===== config.mk =====
export PLATFORM = sky130hd
export DESIGN_NAME = multdiv_ctrl_flat
export DESIGN_NICKNAME = d
export VERILOG_FILES = /design/src/rtl/multdiv_ctrl_if.sv /design/src/rtl/multdiv_ctrl.sv /design/src/flat_wrapper.sv
export SDC_FILE = /design/constraint.sdc
export NUM_CORES = 1
export LEC_CHECK = 0
export CORE_MARGIN = 2
export CORE_UTILIZATION = 45
export CTS_CLUSTER_SIZE = 16
export DETAILED_ROUTE_END_ITERATION = 6
export PLACE_DENSITY = 0.74
export SKIP_LAST_GASP = 1
export SYNTH_ARGS = -nofsm -noshare
export SYNTH_HDL_FRONTEND = slang
export SYNTH_SLANG_ARGS = --single-unit

===== constraint.sdc =====
create_clock -name clock -period 4 [get_ports clock]
set_input_delay 0.4 -clock clock [delete_from_list [all_inputs] [get_ports clock]]
set_output_delay 0.4 -clock clock [all_outputs]
set_load 0.005 [all_outputs]

===== src/rtl/multdiv_ctrl_if.sv =====
// Pipeline-side handshake bundle for the multi-cycle multiply/divide sequencer.
// The master drives start pulses and operands; the slave returns result, flags and status.
interface multdiv_ctrl_if #(
    parameter int WIDTH = 32
);
    logic             ctrl_MULT;
    logic             ctrl_DIV;
    logic [WIDTH-1:0] data_operandA;
    logic [WIDTH-1:0] data_operandB;
    logic [WIDTH-1:0] data_result;
    logic             data_exception;
    logic             data_resultRDY;
    logic             busy;

    modport master (
        output ctrl_MULT, ctrl_DIV, data_operandA, data_operandB,
        input  data_result, data_exception, data_resultRDY, busy
    );

    modport slave (
        input  ctrl_MULT, ctrl_DIV, data_operandA, data_operandB,
        output data_result, data_exception, data_resultRDY, busy
    );
endinterface


===== src/rtl/multdiv_ctrl.sv =====
// Multi-cycle 32-bit signed multiply (shift-add) / divide (restoring) sequencer.
// Iterates on magnitudes one bit per clock, applies the sign in FIX, strobes ready from DONE.
module multdiv_ctrl #(
    parameter int WIDTH = 32,
    parameter int CNT_W = 6
) (
    input  logic          clock,
    input  logic          resetn,
    multdiv_ctrl_if.slave bus
);
    localparam logic [WIDTH-1:0]   ONE_W  = WIDTH'(1);
    localparam logic [2*WIDTH-1:0] ONE_2W = (2*WIDTH)'(1);
    localparam logic [WIDTH-1:0]   MIN_W  = {1'b1, {(WIDTH-1){1'b0}}};
    localparam logic [CNT_W-1:0]   LAST   = CNT_W'(WIDTH - 1);

    typedef enum logic [2:0] {S_IDLE, S_MUL, S_DIV, S_FIX, S_DONE} state_t;

    state_t             state_q, state_d;
    logic [CNT_W-1:0]   cnt_q, cnt_d;
    logic [2*WIDTH-1:0] acc_q, acc_d;
    logic [WIDTH-1:0]   mag_a_q, mag_a_d;
    logic [WIDTH-1:0]   mag_b_q, mag_b_d;
    logic               sign_a_q, sign_a_d;
    logic               sign_b_q, sign_b_d;
    logic               is_div_q, is_div_d;
    logic [WIDTH-1:0]   res_q, res_d;
    logic               exc_q, exc_d;
    logic               rdy_q, rdy_d;
    logic               busy_q, busy_d;

    logic               start, mul_start, div_zero;
    logic [WIDTH-1:0]   mul_addend;
    logic [WIDTH:0]     mul_sum;
    logic [2*WIDTH-1:0] div_sh;
    logic               fix_neg;
    logic [2*WIDTH-1:0] fix_prod;
    logic [WIDTH-1:0]   fix_quot;
    logic [WIDTH-1:0]   fix_res;
    logic               fix_exc;

    function automatic logic [WIDTH-1:0] abs_val(input logic [WIDTH-1:0] x);
        return x[WIDTH-1] ? (~x + ONE_W) : x;
    endfunction

    // Multiply has priority when both start pulses arrive together.
    always_comb begin
        start     = bus.ctrl_MULT | bus.ctrl_DIV;
        mul_start = bus.ctrl_MULT;
        div_zero  = ~bus.ctrl_MULT & bus.ctrl_DIV & (bus.data_operandB == '0);
    end

    always_ff @(posedge clock or negedge resetn) begin
        if (!resetn) begin
            state_q  <= S_IDLE;
            cnt_q    <= '0;
            acc_q    <= '0;
            mag_a_q  <= '0;
            mag_b_q  <= '0;
            sign_a_q <= 1'b0;
            sign_b_q <= 1'b0;
            is_div_q <= 1'b0;
            res_q    <= '0;
            exc_q    <= 1'b0;
            rdy_q    <= 1'b0;
            busy_q   <= 1'b0;
        end else begin
            state_q  <= state_d;
            cnt_q    <= cnt_d;
            acc_q    <= acc_d;
            mag_a_q  <= mag_a_d;
            mag_b_q  <= mag_b_d;
            sign_a_q <= sign_a_d;
            sign_b_q <= sign_b_d;
            is_div_q <= is_div_d;
            res_q    <= res_d;
            exc_q    <= exc_d;
            rdy_q    <= rdy_d;
            busy_q   <= busy_d;
        end
    end

    // A start pulse restarts from any state, which is how aborts are realised.
    always_comb begin
        state_d = state_q;
        cnt_d   = cnt_q;
        if (start) begin
            cnt_d = '0;
            if (mul_start)     state_d = S_MUL;
            else if (div_zero) state_d = S_DONE;
            else               state_d = S_DIV;
        end else begin
            unique case (state_q)
                S_MUL, S_DIV: begin
                    cnt_d = cnt_q + 1'b1;
                    if (cnt_q == LAST) state_d = S_FIX;
                end
                S_FIX:   state_d = S_DONE;
                S_DONE:  state_d = S_IDLE;
                default: state_d = S_IDLE;
            endcase
        end
    end

    always_comb begin
        mul_addend = acc_q[0] ? mag_a_q : '0;
        mul_sum    = {1'b0, acc_q[2*WIDTH-1:WIDTH]} + {1'b0, mul_addend};

        div_sh = {acc_q[2*WIDTH-2:0], 1'b0};
        if (div_sh[2*WIDTH-1:WIDTH] >= mag_b_q) begin
            div_sh[2*WIDTH-1:WIDTH] = div_sh[2*WIDTH-1:WIDTH] - mag_b_q;
            div_sh[0]               = 1'b1;
        end

        // Zero magnitudes are never negated, so a zero result stays +0.
        fix_neg  = (sign_a_q ^ sign_b_q) &&
                   (is_div_q ? (acc_q[WIDTH-1:0] != '0) : (acc_q != '0));
        fix_prod = fix_neg ? (~acc_q + ONE_2W) : acc_q;
        fix_quot = fix_neg ? (~acc_q[WIDTH-1:0] + ONE_W) : acc_q[WIDTH-1:0];
        if (is_div_q) begin
            fix_res = fix_quot;
            fix_exc = sign_a_q & (mag_a_q == MIN_W) & sign_b_q & (mag_b_q == ONE_W);
        end else begin
            fix_res = fix_prod[WIDTH-1:0];
            fix_exc = fix_prod[2*WIDTH-1:WIDTH] != {WIDTH{fix_prod[WIDTH-1]}};
        end

        acc_d    = acc_q;
        mag_a_d  = mag_a_q;
        mag_b_d  = mag_b_q;
        sign_a_d = sign_a_q;
        sign_b_d = sign_b_q;
        is_div_d = is_div_q;
        res_d    = res_q;
        exc_d    = exc_q;
        rdy_d    = 1'b0;
        busy_d   = busy_q;

        if (start) begin
            mag_a_d  = abs_val(bus.data_operandA);
            mag_b_d  = abs_val(bus.data_operandB);
            sign_a_d = bus.data_operandA[WIDTH-1];
            sign_b_d = bus.data_operandB[WIDTH-1];
            is_div_d = ~mul_start;
            acc_d    = {{WIDTH{1'b0}}, mul_start ? mag_b_d : mag_a_d};
            exc_d    = 1'b0;
            busy_d   = 1'b1;
            if (div_zero) begin
                res_d = '0;
                exc_d = 1'b1;
            end
        end else begin
            unique case (state_q)
                S_MUL: acc_d = {mul_sum, acc_q[WIDTH-1:1]};
                S_DIV: acc_d = div_sh;
                S_FIX: begin
                    res_d = fix_res;
                    exc_d = fix_exc;
                end
                S_DONE: begin
                    rdy_d  = 1'b1;
                    busy_d = 1'b0;
                end
                default: ;
            endcase
        end
    end

    assign bus.data_result    = res_q;
    assign bus.data_exception = exc_q;
    assign bus.data_resultRDY = rdy_q;
    assign bus.busy           = busy_q;
endmodule


===== src/flat_wrapper.sv =====
// flat-port wrapper written by rule: the top's interface ports become plain ports
module multdiv_ctrl_flat 
#(
    parameter int WIDTH = 32,
    parameter int CNT_W = 6
)
  (clock, resetn, bus_ctrl_MULT, bus_ctrl_DIV, bus_data_operandA, bus_data_operandB, bus_data_result, bus_data_exception, bus_data_resultRDY, bus_busy);
  multdiv_ctrl_if #(.WIDTH(WIDTH)) bus_i ();
  input  logic clock;
  input  logic resetn;
  input wire logic [$bits(bus_i.ctrl_MULT)-1:0] bus_ctrl_MULT;
  input wire logic [$bits(bus_i.ctrl_DIV)-1:0] bus_ctrl_DIV;
  input wire logic [$bits(bus_i.data_operandA)-1:0] bus_data_operandA;
  input wire logic [$bits(bus_i.data_operandB)-1:0] bus_data_operandB;
  output wire logic [$bits(bus_i.data_result)-1:0] bus_data_result;
  output wire logic [$bits(bus_i.data_exception)-1:0] bus_data_exception;
  output wire logic [$bits(bus_i.data_resultRDY)-1:0] bus_data_resultRDY;
  output wire logic [$bits(bus_i.busy)-1:0] bus_busy;
  assign bus_i.ctrl_MULT = bus_ctrl_MULT;
  assign bus_i.ctrl_DIV = bus_ctrl_DIV;
  assign bus_i.data_operandA = bus_data_operandA;
  assign bus_i.data_operandB = bus_data_operandB;
  assign bus_data_result = bus_i.data_result;
  assign bus_data_exception = bus_i.data_exception;
  assign bus_data_resultRDY = bus_i.data_resultRDY;
  assign bus_busy = bus_i.busy;
  multdiv_ctrl #(.WIDTH(WIDTH), .CNT_W(CNT_W)) u_core (.clock(clock), .resetn(resetn), .bus(bus_i));
endmodule

# Word-level counts from Yosys, hierarchy flattened
# Cells that the tools add are included.
# W data, S select, Z words.
# word_totals
regBits,175
in_bits,68
output_inout_bits,35
wordCells,82
# op_classes
addsub,7
magnitude_cmp,1
n_eq_ne,10
muxes,30
n_bitwise,12
reduce_logical,10
# ops
op,n
$mux W32,10
$mux W64,2
$pmux W64 S2,1
$add A32 B1 Y32 const B,3
$not A32 Y32,3
$add A64 B1 Y64 const B,1
$not A64 Y64,1
$reduce_bool A64 Y1,1
$add A32 B32 Y33,1
$eq A32 B1 Y1 const B,1
$eq A32 B32 Y1 const B,1
$ge A32 B32 Y1,1
$logic_not A32 Y1,1
$ne A32 B32 Y1,1
$reduce_bool A32 Y1,1
$sub A32 B32 Y32,1
$mux W3,4
$mux W6,2
$mux W1,10
$add A6 B1 Y6 const B,1
$eq A3 B2 Y1 const B,2
$eq A6 B5 Y1 const B,1
$pmux W3 S2,1
$reduce_bool A2 Y1,3
other kinds (12),16

# Longest topological paths before layout
# depth
depth_word,8
mapped_depth,17
depth_no_buf,15

# Worst setup path before layout
# No wires, ideal clock.
# synth_path
kind,reg2reg
from,reg u_core.acc_q[0]
to,"reg u_core.exc_q, in the netlist u_core.bus.data_exception"
setup_ns,0.119
t_arrival_ns,3.672
required_ns,3.881
path_slack_ns,0.209
stages_incl_launch_ff,17
n_path_buf,3
period_less_slack_ns,3.791
cell_sequence,dfrtp_1 -> clkbuf_1 -> clkbuf_1 -> inv_1 -> ha_1 -> nor4b_1 -> nand4_1 -> or3_4 -> o21ai_4 -> buf_6 -> nor3_2 -> nor4_2 -> o211ai_1 -> or4b_1 -> nor4_1 -> o2111ai_1 -> o21a_1
# synth_between
elab_chain_len,8
elab_cells_between_ends,11
cone_classes,1 x add/sub; 1 x eq/ne; 5 x mux; 1 x bitwise; 3 x reduce/logical
# synth_lines
element,line_no,rtl
start: declaration,multdiv_ctrl.sv:20,"logic [2*WIDTH-1:0] acc_q, acc_d;"
start signal: assignment,multdiv_ctrl.sv:56,acc_q <= '0;
start signal: assignment,multdiv_ctrl.sv:69,acc_q <= acc_d;
branches (longest 3 deep; another with $add A64 B1 Y64),-,
$mux W64 (*),multdiv_ctrl.sv:117,fix_prod = fix_neg ? (~acc_q + ONE_2W) : acc_q;
$ne A32 B32 Y1 (*),multdiv_ctrl.sv:124,fix_exc = fix_prod[2*WIDTH-1:WIDTH] != {WIDTH{fix_prod[WIDTH-1]}};
$mux W1 (*),multdiv_ctrl.sv:119,if (is_div_q) begin
$mux W1 (*),multdiv_ctrl.sv:152,unique case (state_q)
$mux W1 (*),multdiv_ctrl.sv:138,if (start) begin
end signal: assignment,multdiv_ctrl.sv:63,exc_q <= 1'b0;
end signal: assignment,multdiv_ctrl.sv:76,exc_q <= exc_d;
end: declaration,multdiv_ctrl.sv:27,"logic exc_q, exc_d;"
# Every way passes the cells marked *. The select of a mux whose other input is x is not followed.
# A chain may end at the register's enable or synchronous reset.

# Worst setup path after layout
# layout_path
from,reg u_core.acc_q[19]
to,"reg u_core.exc_q, in the netlist u_core.bus.data_exception"
# Same word-level chain as after synthesis.

==> impl_results.md <==
- Status: finished with violations
- Violated checks: DRC, hold timing
- Routed wire length: 56400 µm
- Final Hold Fails: 11
- Leak: 7.58 nW
- Non-Filler Instances: 2507
- HPWL after DPL: 43400 µm
- Clock Latency Late Sink: 0.44 ns
- Antenna viol nets, final: 0
- CTS tree: yes
- Setup slack after layout: 0.0332 ns
- Syn avg cell area: 7.71 µm²
- Critical path launch point type: register
- Post-synthesis xor/xnor area fraction: 0.0950
- Setup crit end kind: register
- DR vias/cell: 6.36
- Main combinational cell family by area after synthesis: compound AO/OA/AOI/OAI gates
- Hold crit path type: primary input to asynchronous set/reset pin
- Crit-path slowest cell: or4_4
- Crit share post-route: 0.992
- Vias in the first global route: 14900
- Maximum vdd drop: 0.316 mV
- Clock Pin Slew Worst Setup and Hold Paths: 0.08 ns
- Drc violations: 9
- Final setup vio count: 0
- Worst-margin pin slew: 1.06 ns
- Synthesized area: 14800 µm²
- Clock Skew: 0.0162 ns
- DIE HEIGHT: 186 µm
- Placed cells: 2475
- Post-synth EDFFs: 0
- Syn_nets: 2063
- Min Hold Slack: -0.0246 ns
- Required @ worst endpoint: 4.34 ns
- Clock buffer count from CTS: 17
- Final std cell area, no fill: 17600 µm²
- Post-synthesis compound-gate area fraction: 0.247
- Adder-cell share of the synthesized area: 0.0600
- Top FF cell, synth: dfrtp_1
- Seq/Total Area, Yosys: 0.295
- Setup TNS: 0 ns
- Asr flop ratio synth: 1.00
- Row cnt: 66
- WL/cell: 22.5 µm
- Netlist cell types: 78
- Die area: 34500 µm²
- Antenna violations before repair: 0
- Commonest cells after routing, fill and taps aside: nand2_1, a21oi_1, dfrtp_1
- Delay of the slowest cell on the worst path: 0.58 ns
- Critical path buffers and inverters: 0
- Iteration-0 DRC count of the detailed router: 2055
- Total track usage: 0.329
- Max clock buf depth: 2
- Total gr overflow: 0
- Critical R2R Capture: u_core.bus.data_exception
- Post-Synthesis Cells: 1925
- Max_slew headroom: 0.292
- Fmax: 252 MHz
- Post-Synth Simple-Gate Area: 0.230
- Cells on worst reg2reg path: 11
- Syn-to-layout area delta: 18.5%
- Most common cell on crit path: or4_4
- Nets@finish: 2190
- Yosys Warn Count: 0
- # clock sinks: 175
- Drt first pass iters: 7
- Share of layout cells above drive strength 1: 0.0964
- Critical path depth: 11
- Total power: 0.00644 W
- Worst Setup EP: u_core.bus.data_exception
- CORE AREA: 32500 µm²
- Crit path launch: u_core.acc_q[19]
- Min Tclk post-route: 3.97 ns
- WP data arrival: 4.31 ns
- Setup WS pre-CTS: 0.0432 ns
- CP top delay family: simple AND/OR/NAND/NOR gates
- Routability cong.: 1.04
- Port bufs: 102
- Most common cell after layout, fill and taps aside: nand2_1
- Post-CTS Setup Inserts: 0
- Slew Viols, Final: 0
- Cell chain of the critical path: or4_4, or4_4, or3_4, o21ai_4, nor3_2, nor4_2, o211ai_1, or4b_1, nor4_1, o2111ai_1, o21a_1
- Initial Util: 0.456
- Fillers: 3035
- CTS Hold Bufs: 0
- Reg-to-reg slack, setup: 0.03 ns
- Largest net degree at the start of global routing: 91
- Placed inst area: 17000 µm²
- Kind of critical path: register to register
- Inserted Diodes: 0
- PD cells: 366 nW/µm²
- Crit path max fanout: 13
- CTS root buf: clkbuf_16
- I/O pin count: 103
- Global-route wire length before repair: 86300 µm
- Vias: 15900
- Mux cell area share after synthesis: 0.0226
- Die width: 186 µm
- Post-synthesis register bit count: 175
- Max-cap viol count: 0
- H-Tree Depth: 4
- Unrepaired setup endpoints after global routing: yes
- Worst R2R Start: u_core.acc_q[19]
-- sequential cells by signal, indices dropped and copies added (netlist names) --
signal and count:
u_core.state_q 3, u_core.bus.data_result 32, u_core.sign_a_q 1, u_core.acc_q 64, u_core.is_div_q 1, u_core.sign_b_q 1, u_core.mag_b_q 32, u_core.bus.busy 1
u_core.cnt_q 6, u_core.mag_a_q 32, u_core.bus.data_exception 1, u_core.bus.data_resultRDY 1
-- worst reg2reg max path, stage by stage, from the launching register on --
cell and delay, ns:
dfrtp_1 0.40, or4_4 0.58, or4_4 0.57, or3_4 0.50, o21ai_4 0.31, nor3_2 0.09
nor4_2 0.14, o211ai_1 0.12, or4b_1 0.51, nor4_1 0.32, o2111ai_1 0.15, o21a_1 0.19
-- cells by family (layout without fill, tap and decap cells) --
family | after synthesis | after routing
simple gates | 699 | 699
compound gates | 594 | 594
buf+inv | 193 | 333
flops | 175 | 175
xor+xnor | 161 | 161
fa+ha+maj | 70 | 70
mux | 33 | 33
-- timing repair --
item,in CTS,in global routing
endpoints found under the hold margin,0,0
setup endpoints to repair,0,4
gates resized for setup,0,4
-- layer usage --
metal	track usage	vias to the layer above	routed length (µm)
met5	0	-	0
met4	0.166	0	3300
met3	0.0587	200	5490
met2	0.524	939	25100
met1	0.431	7590	22500
li1	-	7209	-
-- cell usage after synthesis, types with 28 or more instances --
cell type | number | area (µm²)
nand2_1 | 217 | 815
a21o_1 | 34 | 255
o31ai_1 | 28 | 210
a21oi_1 | 203 | 1020
ha_1 | 68 | 851
and2_1 | 33 | 206
nor4_1 | 37 | 231
mux2i_1 | 29 | 290
nor2_1 | 175 | 657
nor3_1 | 44 | 220
xnor2_1 | 70 | 613
o21ai_0 | 164 | 821
dfrtp_1 | 175 | 4380
nand3_1 | 65 | 325
clkbuf_1 | 118 | 443
xor2_1 | 91 | 797
inv_1 | 64 | 240
-- where the power goes --
group / switching (W) / internal (W)
clock network: 0.000831 / 0.000830
logic: 0.00144 / 0.00106
registers: 0.000259 / 0.00203
total: 0.00253 / 0.00392
-- worst min-delay path by stage --
stage / from / cells after the start / endpoint
finish: resetn / 1 / u_core.bus.data_result[7]
CTS: resetn / 1 / u_core.bus.data_result[9]
floorplan: resetn / 0 / u_core.acc_q[0]
global placement: resetn / 1 / u_core.bus.data_result[7]
detailed placement: resetn / 1 / u_core.bus.data_result[7]
global route: resetn / 1 / u_core.bus.data_result[7]
-- cell type report --
class,instances,area [µm²],share of cell area
multi-input combinational,1557,9750,0.554
sequential,175,4380,0.249
tap,442,553,0.0314
timing repair buffer,236,2090,0.119
clock inverter,14,140,0.00797
inverter,65,244,0.0139
clock buffer,18,429,0.0244
-- per-stage QoR --
step	hold WS [ns]	utilization
final	-0.0246	0.541
after global routing	0.0326	0.541
after CTS	0.00285	0.540
after detailed placement	0.478	0.523
after floorplan	0.104	-
after global placement	0.471	0.523
(Power assumes the default switching activity.)
